[src/rtl/calc_pkg.sv]
// Shared definitions for the i2c calculator core: opcodes, FSM states,
// status byte layout and read pointer type.
package calc_pkg;

    localparam logic [7:0] OP_ADD = 8'h00;
    localparam logic [7:0] OP_SUB = 8'h01;
    localparam logic [7:0] OP_MUL = 8'h02;
    localparam logic [7:0] OP_DIV = 8'h03;
    localparam logic [7:0] OP_MOD = 8'h04;
    localparam logic [7:0] OP_AND = 8'h05;
    localparam logic [7:0] OP_OR  = 8'h06;
    localparam logic [7:0] OP_XOR = 8'h07;

    typedef enum logic [2:0] {
        S_IDLE,
        S_GET_A,
        S_GET_B,
        S_EXEC,
        S_DIV,
        S_DONE
    } state_t;

    localparam int unsigned ST_BUSY    = 7;
    localparam int unsigned ST_ERR     = 6;
    localparam int unsigned ST_OVERRUN = 5;
    localparam int unsigned ST_DONE    = 0;

    localparam int unsigned PTR_W = 2;
    typedef logic [PTR_W-1:0] rd_ptr_t;
    localparam rd_ptr_t PTR_LAST = 2'd2;

endpackage

[src/rtl/calc_div8.sv]
// Serial restoring 8-bit divider: one quotient bit per cycle, eight cycles
// from start to done.
module calc_div8 (
    input  logic       clk,
    input  logic       rst,
    input  logic       start,
    input  logic [7:0] dividend,
    input  logic [7:0] divisor,
    output logic [7:0] quotient,
    output logic [7:0] remainder,
    output logic       busy,
    output logic       done
);

    logic [7:0] rem_q, quo_q, dvs_q;
    logic [3:0] cnt_q;
    logic [7:0] rem_in, quo_in, dvs_in, rem_nx, quo_nx;
    logic [8:0] shifted;

    // The first step is taken on the start edge itself, so done rises
    // after the eighth step without an extra load cycle.
    always_comb begin
        rem_in  = start ? '0 : rem_q;
        quo_in  = start ? dividend : quo_q;
        dvs_in  = start ? divisor : dvs_q;
        shifted = {rem_in, quo_in[7]};
        if (shifted >= {1'b0, dvs_in}) begin
            rem_nx = 8'(shifted - {1'b0, dvs_in});
            quo_nx = {quo_in[6:0], 1'b1};
        end else begin
            rem_nx = shifted[7:0];
            quo_nx = {quo_in[6:0], 1'b0};
        end
    end

    always_ff @(posedge clk or posedge rst) begin
        if (rst) begin
            rem_q <= '0;
            quo_q <= '0;
            dvs_q <= '0;
            cnt_q <= '0;
            done  <= 1'b0;
        end else if (start) begin
            rem_q <= rem_nx;
            quo_q <= quo_nx;
            dvs_q <= divisor;
            cnt_q <= 4'd7;
            done  <= 1'b0;
        end else if (cnt_q != '0) begin
            rem_q <= rem_nx;
            quo_q <= quo_nx;
            cnt_q <= cnt_q - 4'd1;
            done  <= (cnt_q == 4'd1);
        end else begin
            done <= 1'b0;
        end
    end

    assign quotient  = quo_q;
    assign remainder = rem_q;
    assign busy      = (cnt_q != '0);

endmodule

[src/rtl/i2c_calc_core.sv]
// Calculator engine behind the i2c slave: collects opcode/A/B write bytes,
// computes a 16-bit result and serves result/status bytes on reads.
module i2c_calc_core
    import calc_pkg::*;
#(
    parameter bit DIV_EN = 1'b1
) (
    input  logic       clk,
    input  logic       RST,
    input  logic       wr_start,
    input  logic       wr_valid,
    input  logic [7:0] wr_data,
    input  logic       wr_stop,
    input  logic       rd_start,
    input  logic       rd_req,
    output logic [7:0] rd_data,
    output logic       busy,
    output logic [7:0] result_lo
);

    state_t      state_q, state_d;
    logic [7:0]  op_q, a_q, b_q;
    logic [15:0] result_q, exec_res;
    logic        err_q, overrun_q, done_q, hold_q;
    logic        exec_err, exec_div;
    logic        op_load, a_load, b_load;
    rd_ptr_t     ptr_q, ptr_eff;
    logic [7:0]  status, rd_byte;
    logic [7:0]  div_quo, div_rem;
    logic        div_start, div_busy, div_done;

    assign busy      = (state_q == S_EXEC) || (state_q == S_DIV);
    assign result_lo = result_q[7:0];
    assign div_start = (state_q == S_EXEC) && exec_div;

    calc_div8 u_div (
        .clk       (clk),
        .rst       (RST),
        .start     (div_start),
        .dividend  (a_q),
        .divisor   (b_q),
        .quotient  (div_quo),
        .remainder (div_rem),
        .busy      (div_busy),
        .done      (div_done)
    );

    always_comb begin
        exec_res = '0;
        exec_err = 1'b0;
        exec_div = 1'b0;
        case (op_q)
            OP_ADD: exec_res = 16'(a_q) + 16'(b_q);
            OP_SUB: exec_res = 16'(a_q) - 16'(b_q);
            OP_MUL: exec_res = 16'(a_q) * 16'(b_q);
            OP_AND: exec_res = {8'h00, a_q & b_q};
            OP_OR:  exec_res = {8'h00, a_q | b_q};
            OP_XOR: exec_res = {8'h00, a_q ^ b_q};
            OP_DIV, OP_MOD: begin
                if (!DIV_EN) begin
                    exec_err = 1'b1;
                end else if (b_q == '0) begin
                    exec_err = 1'b1;
                    exec_res = '1;
                end else begin
                    exec_div = 1'b1;
                end
            end
            default: exec_err = 1'b1;
        endcase
    end

    // hold_q swallows any bytes after the third until STOP or a new START.
    always_comb begin
        state_d = state_q;
        op_load = 1'b0;
        a_load  = 1'b0;
        b_load  = 1'b0;
        case (state_q)
            S_IDLE, S_GET_A, S_GET_B: begin
                if (wr_start) begin
                    state_d = S_IDLE;
                    if (wr_valid) begin
                        state_d = S_GET_A;
                        op_load = 1'b1;
                    end
                end else if (wr_stop && state_q != S_IDLE) begin
                    state_d = S_IDLE;
                end else if (wr_valid) begin
                    if (state_q == S_IDLE && !hold_q) begin
                        state_d = S_GET_A;
                        op_load = 1'b1;
                    end else if (state_q == S_GET_A) begin
                        state_d = S_GET_B;
                        a_load  = 1'b1;
                    end else if (state_q == S_GET_B) begin
                        state_d = S_EXEC;
                        b_load  = 1'b1;
                    end
                end
            end
            S_EXEC:  state_d = exec_div ? S_DIV : S_DONE;
            S_DIV:   if (div_done && !div_busy) state_d = S_DONE;
            S_DONE:  state_d = S_IDLE;
            default: state_d = S_IDLE;
        endcase
    end

    always_comb begin
        status             = '0;
        status[ST_BUSY]    = busy;
        status[ST_ERR]     = err_q;
        status[ST_OVERRUN] = overrun_q;
        status[ST_DONE]    = done_q;
        ptr_eff = rd_start ? '0 : ptr_q;
        case (ptr_eff)
            2'd0:    rd_byte = result_q[15:8];
            2'd1:    rd_byte = result_q[7:0];
            default: rd_byte = status;
        endcase
    end

    always_ff @(posedge clk or posedge RST) begin
        if (RST) begin
            state_q   <= S_IDLE;
            op_q      <= '0;
            a_q       <= '0;
            b_q       <= '0;
            result_q  <= '0;
            err_q     <= 1'b0;
            overrun_q <= 1'b0;
            done_q    <= 1'b0;
            hold_q    <= 1'b0;
            ptr_q     <= '0;
            rd_data   <= '0;
        end else begin
            state_q <= state_d;
            if (op_load) op_q <= wr_data;
            if (a_load)  a_q  <= wr_data;
            if (b_load)  b_q  <= wr_data;

            if (b_load)                 hold_q <= 1'b1;
            else if (wr_start || wr_stop) hold_q <= 1'b0;

            if (wr_start)         overrun_q <= 1'b0;
            if (wr_valid && busy) overrun_q <= 1'b1;

            if (b_load) done_q <= 1'b0;
            if (state_q == S_EXEC && !exec_div) begin
                result_q <= exec_res;
                err_q    <= exec_err;
                done_q   <= 1'b1;
            end
            if (state_q == S_DIV && state_d == S_DONE) begin
                result_q <= (op_q == OP_MOD) ? {8'h00, div_rem} : {8'h00, div_quo};
                err_q    <= 1'b0;
                done_q   <= 1'b1;
            end

            if (rd_req) begin
                rd_data <= rd_byte;
                ptr_q   <= (ptr_eff == PTR_LAST) ? '0 : ptr_eff + 2'd1;
            end else if (rd_start) begin
                ptr_q <= '0;
            end
        end
    end

endmodule

[config.mk]
export PLATFORM = sky130hd
export DESIGN_NAME = i2c_calc_core
export DESIGN_NICKNAME = d
export VERILOG_FILES = /design/src/rtl/calc_pkg.sv /design/src/rtl/calc_div8.sv /design/src/rtl/i2c_calc_core.sv
export SDC_FILE = /design/constraint.sdc
export NUM_CORES = 1
export LEC_CHECK = 0
export CAP_MARGIN = 10
export CELL_PAD_IN_SITES_DETAIL_PLACEMENT = 2
export CELL_PAD_IN_SITES_GLOBAL_PLACEMENT = 2
export CORE_MARGIN = 2
export CORE_UTILIZATION = 36
export DETAILED_ROUTE_END_ITERATION = 8
export PLACE_DENSITY_LB_ADDON = 0.1
export SLEW_MARGIN = 15
export SYNTH_ARGS = -nofsm -noshare
export SYNTH_HDL_FRONTEND = slang
export SYNTH_SLANG_ARGS = --single-unit
export TNS_END_PERCENT = 10
[constraint.sdc]
create_clock -name clk -period 4.8 [get_ports clk]
set_clock_uncertainty 0.05 [all_clocks]
set_input_delay 0.96 -clock clk [delete_from_list [all_inputs] [get_ports clk]]
set_output_delay 0.96 -clock clk [all_outputs]
set_load 0.01 [all_outputs]
==> results of run 1 <==
-- cell type report --
type                    count  area, µm²  area share
well taps                 270        338      0.0396
multi-input cells         588       4760       0.557
inverters                  88        334      0.0391
flip-flops and latches     86       2150       0.252
clock inverters             7       73.8     0.00865
repair buffers             76        652      0.0764
clock buffers               9        225      0.0264
-- cells by family after synthesis --
logic type | Yosys count | share of synthesized area
flip-flops | 86 | 0.295
AO/OA/AOI/OAI | 182 | 0.164
multiplexers | 53 | 0.0775
buffers and inverters | 117 | 0.0655
AND/OR/NAND/NOR | 226 | 0.149
XOR/XNOR | 18 | 0.0216
adder cells (fa/ha/maj) | 109 | 0.227
-- worst max-delay path by stage --
| stage | startpoint | endpoint | slack (ns) | depth (start not counted) |
|---|---|---|---|---|
| after detailed placement | b_q[2] | result_q[15] | -0.10 | 16 |
| after global routing | a_q[2] | result_q[14] | -0.07 | 16 |
| after global placement | a_q[2] | result_q[15] | 0.09 | 16 |
| after floorplan | a_q[1] | result_q[15] | 0.20 | 16 |
| final | b_q[2] | result_q[14] | 0.17 | 18 |
| after CTS | b_q[4] | result_q[15] | -0.0007 | 15 |
-- power groups by stage --
| stage | registers, W | clock network [W] | logic, W |
|---|---|---|---|
| 4_1_cts | 0.00108 | 0.000735 | 0.00249 |
| 2_1_floorplan | 0.00106 | 0 | 0.00157 |
| 3_3_place_gp | 0.00108 | 0 | 0.00235 |
| 6_report | 0.00109 | 0.000710 | 0.00252 |
| 5_1_grt | 0.00112 | 0.000756 | 0.00279 |
| 3_5_place_dp | 0.00109 | 0 | 0.00246 |
-- metrics by stage --
stage	TNS [ns]	std cells	utilization
global placement	0	1108	0.406
CTS	-0.000664	1124	0.421
global route	-0.103	1124	0.426
finish	0	1124	0.426
floorplan	0	791	-
detailed placement	-0.257	1108	0.406
-- routing by layer --
| metal | global-route usage | part of all wire | vias up |
|---|---|---|---|
| met4 | 0.0636 | 0.019 | 0 |
| met1 | 0.321 | 0.45 | 3087 |
| met3 | 0.0331 | 0.034 | 32 |
| met2 | 0.418 | 0.49 | 96 |
| met5 | 0 | 0 | - |
| li1 | - | - | 2850 |
-- synthesized netlist by cell type, types with 10 or more instances --
master      n
nor2_1    101
dfrtp_1    86
inv_1      82
ha_1       70
a21oi_1    49
nand2_1    46
fa_1       39
o21ai_0    31
mux2_2     28
mux2i_1    25
a22oi_1    15
o22ai_1    14
clkbuf_1   12
nand3_1    12
and2_1     10
nand2b_1   10
nor2b_1    10
-- registers in the layout, indices dropped and copies added (netlist names), 3 cells and up --
| name | count |
|---|---|
| state_q | 3 |
| b_q | 8 |
| u_div.remainder | 8 |
| result_q | 16 |
| u_div.quotient | 8 |
| op_q | 8 |
| u_div.dvs_q | 8 |
| u_div.cnt_q | 4 |
| a_q | 8 |
| rd_data | 8 |
-- critical path: cells and delay by family (launching register included) --
family	cells	cell delay, ns
adders and majority gates	5	2.28
AOI/OAI and AO/OA	5	0.91
xor gates and xnor gates	1	0.15
DFF	1	0.40
and+or+nand+nor	2	0.19
buffers and inverters	5	0.53
-- timing repair --
action | 4_1_cts | 5_1_grt
pin swaps | 0 | 5
hold endpoints to repair | 0 | 0
gates resized for setup | 6 | 30
endpoints found under the setup margin | 4 | 7
==> load_flow_metrics.sql, run 1 <==
INSERT INTO impl_metrics (metric_group, metric, value, unit) VALUES
('timing', 'final-max-slew-violation-count', '0', ''),
('timing', 'max_slew_headroom_at_the_worst_pin', '0.518', ''),
('finish', 'post_route_cells_drive_above_1_share', '0.153', ''),
('power_and_ir_drop', 'cellInternalPower', '0.00228', 'W'),
('power_and_ir_drop', 'post_layout_total_power', '0.00432', 'W'),
('worst_setup_path', 'worstPathCellList', 'clkinv_2 > buf_4 > nor2_1 > fa_1 > fa_1 > inv_1 > fa_1 > fa_1 > inv_1 > ha_1 > buf_4 > a21oi_2 > o22ai_2 > o21a_1 > nor2_4 > o21ai_1 > xor2_1 > a221o_1', ''),
('synth', 'mappedNetlistArea', '7300', 'µm²'),
('power_and_ir_drop', 'seq_power_share', '0.252', ''),
('placed_design', 'gp_routability_congestion', '0.906', ''),
('clock_tree', 'hold_buffers', '0', ''),
('worst_setup_path', 'worstSetupPathType', 'register to register', ''),
('floorplan', 'io-pin-count', '32', ''),
('synth', 'ys_dominant_reg_cell', 'dfrtp_1', ''),
('finish', 'insertedDiodeCount', '0', ''),
('finish', 'layout.filler_cells', '2240', ''),
('floorplan', 'total_number_of_placement_rows', '52', ''),
('global_routing', 'grt_pass1_wl', '40.0', 'mm'),
('placed_design', 'number_of_port_buffers', '31', ''),
('floorplan', 'design.core.area', '20000', 'µm²'),
('hold_path', 'min-delay-path-class', 'register to register', ''),
('worst_setup_path', 'regToRegEndpoint', 'result_q[14]', ''),
('power_and_ir_drop', 'switching_share', '0.471', ''),
('synth', 'postSynth.asyncResetShare', '1.00', ''),
('timing', 'hold_viol', '0', ''),
('synth', 'post-synth-top-area-cell', 'dfrtp_1', ''),
('global_routing', 'overflow', '0', ''),
('worst_setup_path', 'startpoint_of_the_lowest_slack_register_to_register_path', 'b_q[2]', ''),
('hold_path', 'hold_path_end', 'err_q', ''),
('timing', 'final_period_minus_worst_setup_slack', '4.63', 'ns'),
('worst_setup_path', 'critical-path-top-cell-by-count', 'fa_1', ''),
('timing', 'finalWorstSetupSlack', '0.167', 'ns'),
('status', 'run_status', 'complete, no violations', ''),
('timing', 'worst-slew-pin-transition', '0.721', 'ns'),
('worst_setup_path', 'end_kind', 'register', ''),
('worst_setup_path', 'start_kind', 'register', ''),
('worst_setup_path', 'crit_required', '4.99', 'ns'),
('worst_setup_path', 'r2r_setup_slack', '0.17', 'ns'),
('drt', 'routed_wire_length_per_instance', '22.2', 'µm'),
('drt', 'drc', '0', ''),
('floorplan', 'die_width', '146', 'µm'),
('timing', 'finalHoldWorstSlack', '0.423', 'ns'),
('finish', 'leading_cell_types_in_the_layout_fill_and_taps_excluded', '94 x nor2_1, 85 x dfrtp_1, 75 x inv_1', ''),
('clock_tree', 'cts.htree.levels', '3', ''),
('power_and_ir_drop', 'peakVddDrop', '197', 'µV'),
('placed_design', 'detailedPlace.worstSlack', '-0.101', 'ns'),
('clock_tree', 'cts.repair_timing.setup_buffer_count', '0', ''),
('clock_tree', 'total_cts_buffers', '9', ''),
('drt', 'dr.first_iter.drc_count', '247', ''),
('synth', 'syn_nets', '915', ''),
('power_and_ir_drop', 'p_clk_frac', '0.165', ''),
('timing', 'post-route-period-util', '0.965', ''),
('flow_run', 'maxCapViolCount', '0', ''),
('worst_setup_path', 'worst-endpoint-arrival', '4.82', 'ns'),
('synth', 'syn-instance-count', '791', ''),
('synth', 'synth_area_per_cell', '9.22', 'µm²'),
('power_and_ir_drop', 'power.density', '506', 'nW/µm²'),
('synth', 'synth_seq_area_share', '0.295', ''),
('power_and_ir_drop', 'power.combinational.fraction', '0.583', ''),
('drt', 'detailedRoute.firstPassIterationCount', '4', ''),
('hold_path', 'hold-path-cell-count', '2', ''),
('placed_design', 'dpl-instance-area', '8140', 'µm²'),
('drt', 'drt-vias-per-instance', '5.40', ''),
('global_routing', 'combined_global_route_utilization_of_all_metal_layers', '0.242', ''),
('finish', 'final_common_cell', 'nor2_1', ''),
('hold_path', 'hold_path_startpoint', 'err_q', ''),
('clock_tree', 'ctsRootBufferMaster', 'clkbuf_16', ''),
('synth', 'yosysTopAreaCellShare', '0.295', ''),
('timing', 'finalSetupViolCount', '0', ''),
('worst_setup_path', 'slowest_cp_cell', 'fa_1', ''),
('timing', 'rsz0062_at_grt', 'yes', ''),
('clock_tree', 'cts_tree', 'yes', '');
No activity file was read; power rests on OpenSTA's default activity.
==> run 2: changes to the inputs <==
--- a/config.mk
+++ b/config.mk
@@ -8,7 +8,7 @@
 export CAP_MARGIN = 10
 export CELL_PAD_IN_SITES_DETAIL_PLACEMENT = 2
 export CELL_PAD_IN_SITES_GLOBAL_PLACEMENT = 2
-export CORE_MARGIN = 2
+export CORE_MARGIN = 10
 export CORE_UTILIZATION = 36
 export DETAILED_ROUTE_END_ITERATION = 8
 export PLACE_DENSITY_LB_ADDON = 0.1
==> load_flow_metrics.sql, run 2 (synthesis gave the netlist of run 1 again) <==
INSERT INTO impl_metrics (metric_group, metric, value, unit) VALUES
('status', 'run_status', 'complete, no violations', ''),
('worst_setup_path', 'critPathMaxStageDelay', '0.55', 'ns'),
('drt', 'drc', '0', ''),
('finish', 'top_register', 'result_q', ''),
('worst_setup_path', 'end_kind', 'register', ''),
('finish', 'leading_cell_types_in_the_layout_fill_and_taps_excluded', '94 x nor2_1, 84 x dfrtp_1, 76 x inv_1', ''),
('floorplan', 'design.core.area', '20100', 'µm²'),
('worst_setup_path', 'start_kind', 'register', ''),
('global_routing', 'overflow', '0', ''),
('clock_tree', 'ctsRootBufferMaster', 'clkbuf_16', ''),
('drt', 'routed_wire_length_per_instance', '22.3', 'µm'),
('floorplan', 'io-pin-count', '32', ''),
('finish', 'final-instance-count-excl-fill', '1129', ''),
('power_and_ir_drop', 'switching_share', '0.460', ''),
('floorplan', 'die_width', '162', 'µm'),
('floorplan', 'start_util', '0.363', ''),
('drt', 'dr.first_iter.drc_count', '230', ''),
('finish', 'post_route_cells_drive_above_1_share', '0.155', ''),
('timing', 'rsz0062_at_grt', 'yes', ''),
('finish', 'design_area', '8570', 'µm²'),
('power_and_ir_drop', 'seq_power_share', '0.254', ''),
('timing', 'max_slew_headroom_at_the_worst_pin', '0.339', ''),
('timing', 'worst-slew-pin-transition', '0.991', 'ns'),
('power_and_ir_drop', 'cellInternalPower', '0.00232', 'W'),
('drt', 'drt-vias-per-instance', '5.41', ''),
('worst_setup_path', 'critPathMaxFanout', '7', ''),
('timing', 'post-route-period-util', '0.970', ''),
('drt', 'detailedRoute.firstPassIterationCount', '4', ''),
('clock_tree', 'cts.htree.levels', '3', ''),
('finish', 'largest_register_ff_count', '16', ''),
('finish', 'insertedDiodeCount', '0', ''),
('drt', 'detail_route.wirelength', '25.1', 'mm'),
('finish', 'post-route-util', '0.426', ''),
('worst_setup_path', 'worstPathCellList', 'clkinvlp_4 > nor2_1 > fa_1 > fa_1 > fa_1 > inv_1 > fa_1 > inv_1 > ha_1 > a21oi_2 > o211ai_1 > buf_4 > a21o_1 > a21oi_1 > xnor2_1 > a22oi_1 > o21ai_0', ''),
('global_routing', 'antenna_found_initial', '0', ''),
('worst_setup_path', 'worst-endpoint-arrival', '4.81', 'ns'),
('clock_tree', 'cts_num_sinks', '86', ''),
('global_routing', 'grt_pass1_wl', '39.7', 'mm'),
('floorplan', 'total_number_of_placement_rows', '52', ''),
('hold_path', 'min-delay-path-class', 'register to register', ''),
('global_routing', 'combined_global_route_utilization_of_all_metal_layers', '0.192', ''),
('placed_design', 'dpl-instance-area', '8130', 'µm²'),
('clock_tree', 'total_cts_buffers', '9', ''),
('power_and_ir_drop', 'total_net_switching_power', '0.00198', 'W'),
('timing', 'final_period_minus_worst_setup_slack', '4.66', 'ns'),
('flow_run', 'maxCapViolCount', '0', ''),
('timing', 'final-max-slew-violation-count', '0', ''),
('placed_design', 'place_inst', '1106', ''),
('power_and_ir_drop', 'p_clk_frac', '0.166', ''),
('worst_setup_path', 'crit_required', '4.95', 'ns'),
('worst_setup_path', 'critical-path-top-cell-by-count', 'fa_1', ''),
('clock_tree', 'cts.path.max_buffers', '2', ''),
('worst_setup_path', 'slowest_cp_cell', 'fa_1', ''),
('drt', 'total_number_of_vias', '6110', ''),
('drt', 'route.antenna.remaining_nets', '0', ''),
('placed_design', 'gp_routability_congestion', '0.856', ''),
('clock_tree', 'hold_buffers', '0', ''),
('global_routing', 'number_of_global_route_vias_before_repair', '6833', ''),
('placed_design', 'number_of_port_buffers', '31', ''),
('power_and_ir_drop', 'total_leakage_power', '4.07', 'nW'),
('finish', 'synthToLayoutAreaGrowth', '17.4', '%'),
('timing', 'finalSetupViolCount', '0', ''),
('finish', 'nNetsFinal', '978', ''),
('power_and_ir_drop', 'power.density', '502', 'nW/µm²'),
('floorplan', 'floorplan.die_area', '26400', 'µm²'),
('timing', 'hold_viol', '0', ''),
('timing', 'finalHoldWorstSlack', '0.429', 'ns'),
('clock_tree', 'clkTransAtPathRegs', '0.07', 'ns'),
('power_and_ir_drop', 'peakVddDrop', '199', 'µV'),
('power_and_ir_drop', 'power.combinational.fraction', '0.579', ''),
('clock_tree', 'clk-insertion-delay-late', '0.35', 'ns'),
('floorplan', 'die-height', '162', 'µm'),
('timing', 'fmax', '215', 'MHz'),
('worst_setup_path', 'worstSetupPathType', 'register to register', ''),
('placed_design', 'hpwlAfterDp', '20.5', 'mm'),
('finish', 'final_common_cell', 'nor2_1', ''),
('clock_tree', 'cts_tree', 'yes', ''),
('global_routing', 'grt_start_max_net_pins', '56', '');
-- run 2: cell types whose count changed in the layout (fill, tap and decap cells not counted), sizes merged --
cell and change:
buf +5, bufinv +1, clkinv -1, clkinvlp +2
inv -2
-- run 2: stage by stage --
step                setup TNS (ns)  total power [W]  setup slack (ns)
floorplan                        0          0.00263             0.196
detailed placement          -0.243          0.00351            -0.146
CTS                              0          0.00426           0.00502
finish                           0          0.00430             0.143
global route                -0.400          0.00465            -0.115
global placement                 0          0.00338            0.0857
-- run 2: power groups by stage --
stage | logic (W) | registers [W] | clock network [W]
floorplan | 0.00157 | 0.00106 | 0
global placement | 0.00230 | 0.00108 | 0
detailed placement | 0.00241 | 0.00110 | 0
CTS | 0.00243 | 0.00109 | 0.000736
global route | 0.00276 | 0.00112 | 0.000768
finish | 0.00249 | 0.00109 | 0.000714
-- run 2: layout make-up --
class | count | area [µm²]
fillers | 2187 | 11500
multi-input cells | 588 | 4740
flip-flops and latches | 86 | 2150
repair buffers | 81 | 697
inverters | 88 | 339
well taps | 270 | 338
clock buffers | 9 | 225
clock inverters | 7 | 71.3
-- run 2: critical path: cells and delay by family (launching register included) --
family / cells / cell delay, ns
compound gates: 6 / 1.01
buf+inv: 4 / 0.48
xor+xnor: 1 / 0.11
simple gates: 1 / 0.19
flops: 1 / 0.41
fa+ha+maj: 5 / 2.25
-- run 2: metal layers --
| layer | vias to the layer above | part of all wire | GRT usage |
|---|---|---|---|
| met4 | 0 | 0.015 | 0.0529 |
| met5 | - | 0 | 0 |
| met1 | 3178 | 0.47 | 0.251 |
| li1 | 2848 | - | - |
| met2 | 64 | 0.49 | 0.323 |
| met3 | 20 | 0.021 | 0.0283 |
-- run 2: timing repair --
action                     CTS  global route
setup endpoints to repair    4             6
gates resized for setup      4            29
pin swaps                    1            12
cloned                       0             0
hold endpoints to repair     0             0
setup buffers                0             7
-- run 2: final timing paths --
check                           slack, ns  depth (start not counted)        endpoint           start
worst min-delay path                 0.43                          2  u_div.dvs_q[2]  u_div.dvs_q[2]
worst min register to register       0.43                          2  u_div.dvs_q[2]  u_div.dvs_q[2]
max in group asynchronous            2.62                          3          b_q[4]             RST
min in group asynchronous            1.09                          2      rd_data[0]             RST
worst max-delay path                 0.14                         17    result_q[13]          b_q[2]
worst max register to register       0.14                         17    result_q[13]          b_q[2]
==> run 3: changes to the inputs <==
--- a/config.mk
+++ b/config.mk
@@ -5,11 +5,12 @@
 export SDC_FILE = /design/constraint.sdc
 export NUM_CORES = 1
 export LEC_CHECK = 0
+export ABC_AREA = 1
 export CAP_MARGIN = 10
 export CELL_PAD_IN_SITES_DETAIL_PLACEMENT = 2
 export CELL_PAD_IN_SITES_GLOBAL_PLACEMENT = 2
 export CORE_MARGIN = 10
-export CORE_UTILIZATION = 36
+export CORE_UTILIZATION = 33
 export DETAILED_ROUTE_END_ITERATION = 8
 export PLACE_DENSITY_LB_ADDON = 0.1
 export SLEW_MARGIN = 15
==> load_flow_metrics.sql, run 3 <==
INSERT INTO impl_metrics (metric_group, metric, value, unit) VALUES
('finish', 'insertedDiodeCount', '0', ''),
('synth', 'post-synth-top-area-cell', 'dfrtp_1', ''),
('finish', 'largest_register_ff_count', '16', ''),
('worst_setup_path', 'worstSetupPathType', 'register to register', ''),
('timing', 'max_slew_headroom_at_the_worst_pin', '0.281', ''),
('synth', 'post_synth_simple_gate_area', '0.288', ''),
('placed_design', 'gp_routability_congestion', '0.841', ''),
('synth', 'synthAdderAreaFrac', '0.201', ''),
('finish', 'post_route_cells_drive_above_1_share', '0.0774', ''),
('timing', 'final-max-slew-violation-count', '0', ''),
('clock_tree', 'cts_tree', 'yes', ''),
('synth', 'mappedNetlistArea', '8230', 'µm²'),
('timing', 'final_period_minus_worst_setup_slack', '4.51', 'ns'),
('synth', 'post_synth_mux_area_share', '0', ''),
('synth', 'synth_top_family_by_area', 'simple AND/OR/NAND/NOR gates', ''),
('worst_setup_path', 'critPathMaxStageDelay', '0.58', 'ns'),
('synth', 'post_synth_xor_area_fraction', '0.0106', ''),
('placed_design', 'number_of_port_buffers', '31', ''),
('placed_design', 'hpwlAfterDp', '24.1', 'mm'),
('clock_tree', 'cts.htree.levels', '3', ''),
('synth', 'synth.yosys.warnings', '0', ''),
('worst_setup_path', 'crit_required', '5.05', 'ns'),
('global_routing', 'grt_start_max_net_pins', '45', ''),
('finish', 'top_register', 'result_q', ''),
('timing', 'finalSetupViolCount', '0', ''),
('global_routing', 'grt_pass1_wl', '46.7', 'mm'),
('clock_tree', 'total_cts_buffers', '9', ''),
('placed_design', 'place_inst', '1496', ''),
('synth', 'yosys-top-cells-area', 'dfrtp_1 26%, nand2_1 14%, inv_1 11%', ''),
('floorplan', 'design.core.area', '24500', 'µm²'),
('synth', 'compound_gate_fraction_of_synth_area', '0.0944', ''),
('floorplan', 'die_width', '178', 'µm'),
('floorplan', 'die-height', '178', 'µm'),
('synth', 'ys_dominant_reg_cell', 'dfrtp_1', ''),
('floorplan', 'total_number_of_placement_rows', '57', ''),
('global_routing', 'antenna_found_initial', '1', ''),
('clock_tree', 'hold_buffers', '0', ''),
('timing', 'rsz0062_at_grt', 'no', ''),
('synth', 'yosys.cell_count.top_type', 'nand2_1', ''),
('synth', 'number_of_enable_type_register_cells_in_the_synthesized_netlist', '0', ''),
('hold_path', 'min-delay-path-class', 'register to register', ''),
('worst_setup_path', 'end_kind', 'register', ''),
('timing', 'post-route-period-util', '0.940', ''),
('synth', 'syn-instance-count', '1171', ''),
('finish', 'final_common_cell', 'nand2_1', ''),
('timing', 'hold_viol', '0', ''),
('finish', 'layout.filler_cells', '2932', ''),
('drt', 'dr.first_iter.drc_count', '329', ''),
('floorplan', 'floorplan.die_area', '31700', 'µm²'),
('finish', 'multi_input_area', '4900', 'µm²'),
('synth', 'synth_seq_area_share', '0.261', ''),
('finish', 'nNetsFinal', '1307', ''),
('clock_tree', 'cts_num_sinks', '86', ''),
('drt', 'drt-vias-per-instance', '4.94', ''),
('floorplan', 'io-pin-count', '32', ''),
('synth', 'synth_top_cells_by_count', '309 x nand2_1, 237 x inv_1, 86 x dfrtp_1, 86 x nand3_1, 70 x ha_1', ''),
('finish', 'register_area', '2150', 'µm²'),
('synth', 'synth_seq_cells', '86', ''),
('timing', 'timing.setup.tns', '0', 'ns'),
('synth', 'postSynth.asyncResetShare', '1.00', ''),
('worst_setup_path', 'worstPathCellList', 'ha_1 > fa_1 > fa_1 > fa_1 > inv_1 > fa_1 > inv_1 > ha_1 > nand2_1 > a21oi_1 > o21ai_0 > nand3_1 > nand2_1 > nand3_1 > nand2_1 > nand2_1 > nand2_1', ''),
('finish', 'final-instance-count-excl-fill', '1512', ''),
('clock_tree', 'cts.path.max_buffers', '2', ''),
('timing', 'fmax', '222', 'MHz'),
('global_routing', 'overflow', '0', ''),
('clock_tree', 'clkTransAtPathRegs', '0.07', 'ns'),
('global_routing', 'number_of_global_route_vias_before_repair', '8245', ''),
('synth', 'synth_area_per_cell', '7.03', 'µm²'),
('worst_setup_path', 'critical-path-top-cell-by-count', 'nand2_1', ''),
('synth', 'syn_nets', '1295', ''),
('global_routing', 'combined_global_route_utilization_of_all_metal_layers', '0.188', ''),
('status', 'run_status', 'complete, no violations', ''),
('flow_run', 'maxCapViolCount', '0', ''),
('drt', 'route.antenna.remaining_nets', '0', ''),
('worst_setup_path', 'critPathMaxFanout', '11', ''),
('drt', 'routed_wire_length_per_instance', '19.0', 'µm'),
('worst_setup_path', 'start_kind', 'register', ''),
('timing', 'worst-slew-pin-transition', '1.07', 'ns'),
('drt', 'drc', '0', ''),
('worst_setup_path', 'worst-endpoint-arrival', '4.76', 'ns'),
('clock_tree', 'clk-insertion-delay-late', '0.35', 'ns'),
('drt', 'detailedRoute.firstPassIterationCount', '4', ''),
('finish', 'synthToLayoutAreaGrowth', '11.1', '%'),
('clock_tree', 'ctsRootBufferMaster', 'clkbuf_16', ''),
('synth', 'synthDistinctLibCells', '48', ''),
('synth', 'yosysTopAreaCellShare', '0.261', ''),
('finish', 'leading_cell_types_in_the_layout_fill_and_taps_excluded', '309 x nand2_1, 236 x inv_1, 86 x nand3_1', ''),
('worst_setup_path', 'slowest_cp_cell', 'fa_1', ''),
('drt', 'detail_route.wirelength', '28.8', 'mm'),
('floorplan', 'start_util', '0.337', ''),
('drt', 'total_number_of_vias', '7467', '');
-- run 3: cell count changes after synthesis, moves of 16 or more --
cell / before / now
mux2_2: 28 / 0
o21ai_0: 31 / 67
nand2_2: 1 / 27
nand3_1: 12 / 86
a21oi_1: 49 / 28
nor2_1: 101 / 56
nand2_1: 46 / 309
mux2i_1: 25 / 0
nand4_1: 4 / 20
inv_1: 82 / 237
-- run 3: logic make-up after synthesis --
family          after synthesis
compound gates              138
xor+xnor                     10
fa+ha+maj                   109
buf+inv                     296
flops                        86
simple gates                532
-- run 3: layout make-up --
type / instances / area share
inverters: 253 / 0.105
repair buffers: 44 / 0.0446
well taps: 324 / 0.0443
flip-flops and latches: 86 / 0.236
multi-input cells: 789 / 0.536
clock inverters: 6 / 0.0101
clock buffers: 10 / 0.0250
-- run 3: critical path, delay by kind of cell (launching register included) --
family / cells / cell delay (ns)
fa+ha+maj: 6 / 2.82
simple gates: 7 / 0.62
flops: 1 / 0.53
compound gates: 2 / 0.33
buf+inv: 2 / 0.09
-- run 3: through the flow --
stage	utilization	setup WS (ns)	hold slack [ns]	cell area, µm²
3_3_place_gp	0.360	0.229	0.419	8820
6_report	0.374	0.287	0.440	9140
4_1_cts	0.374	0.171	0.448	9140
5_1_grt	0.374	0.0194	0.478	9140
3_5_place_dp	0.360	0.194	0.431	8820
2_1_floorplan	-	0.632	0.399	8230
-- run 3: worst paths after layout --
kind                         start  cells after the start      endpoint  slack, ns
setup / recovery            a_q[4]                     17  result_q[13]       0.29
hold / removal             op_q[6]                      2       op_q[6]       0.44
setup reg to reg            a_q[4]                     17  result_q[13]       0.29
hold reg to reg            op_q[6]                      2       op_q[6]       0.44
max in group asynchronous      RST                      3        b_q[6]       2.90
min in group asynchronous      RST                      2     overrun_q       0.85
-- run 3: layer usage --
metal / GRT usage / vias to the layer above / part of all wire
met5: 0 / - / 0
met2: 0.313 / 72 / 0.47
li1: - / 3626 / -
met1: 0.260 / 3749 / 0.49
met4: 0.0354 / 0 / 0.012
met3: 0.0193 / 20 / 0.028
-- run 3: timing repair --
action	in CTS	in global routing
gates resized for setup	0	2
setup buffers	0	0
setup endpoints to repair	0	6
Power of run 3 is not shown: default switching activity piles up to over one toggle a cycle in this logic, so the estimate is an artifact.
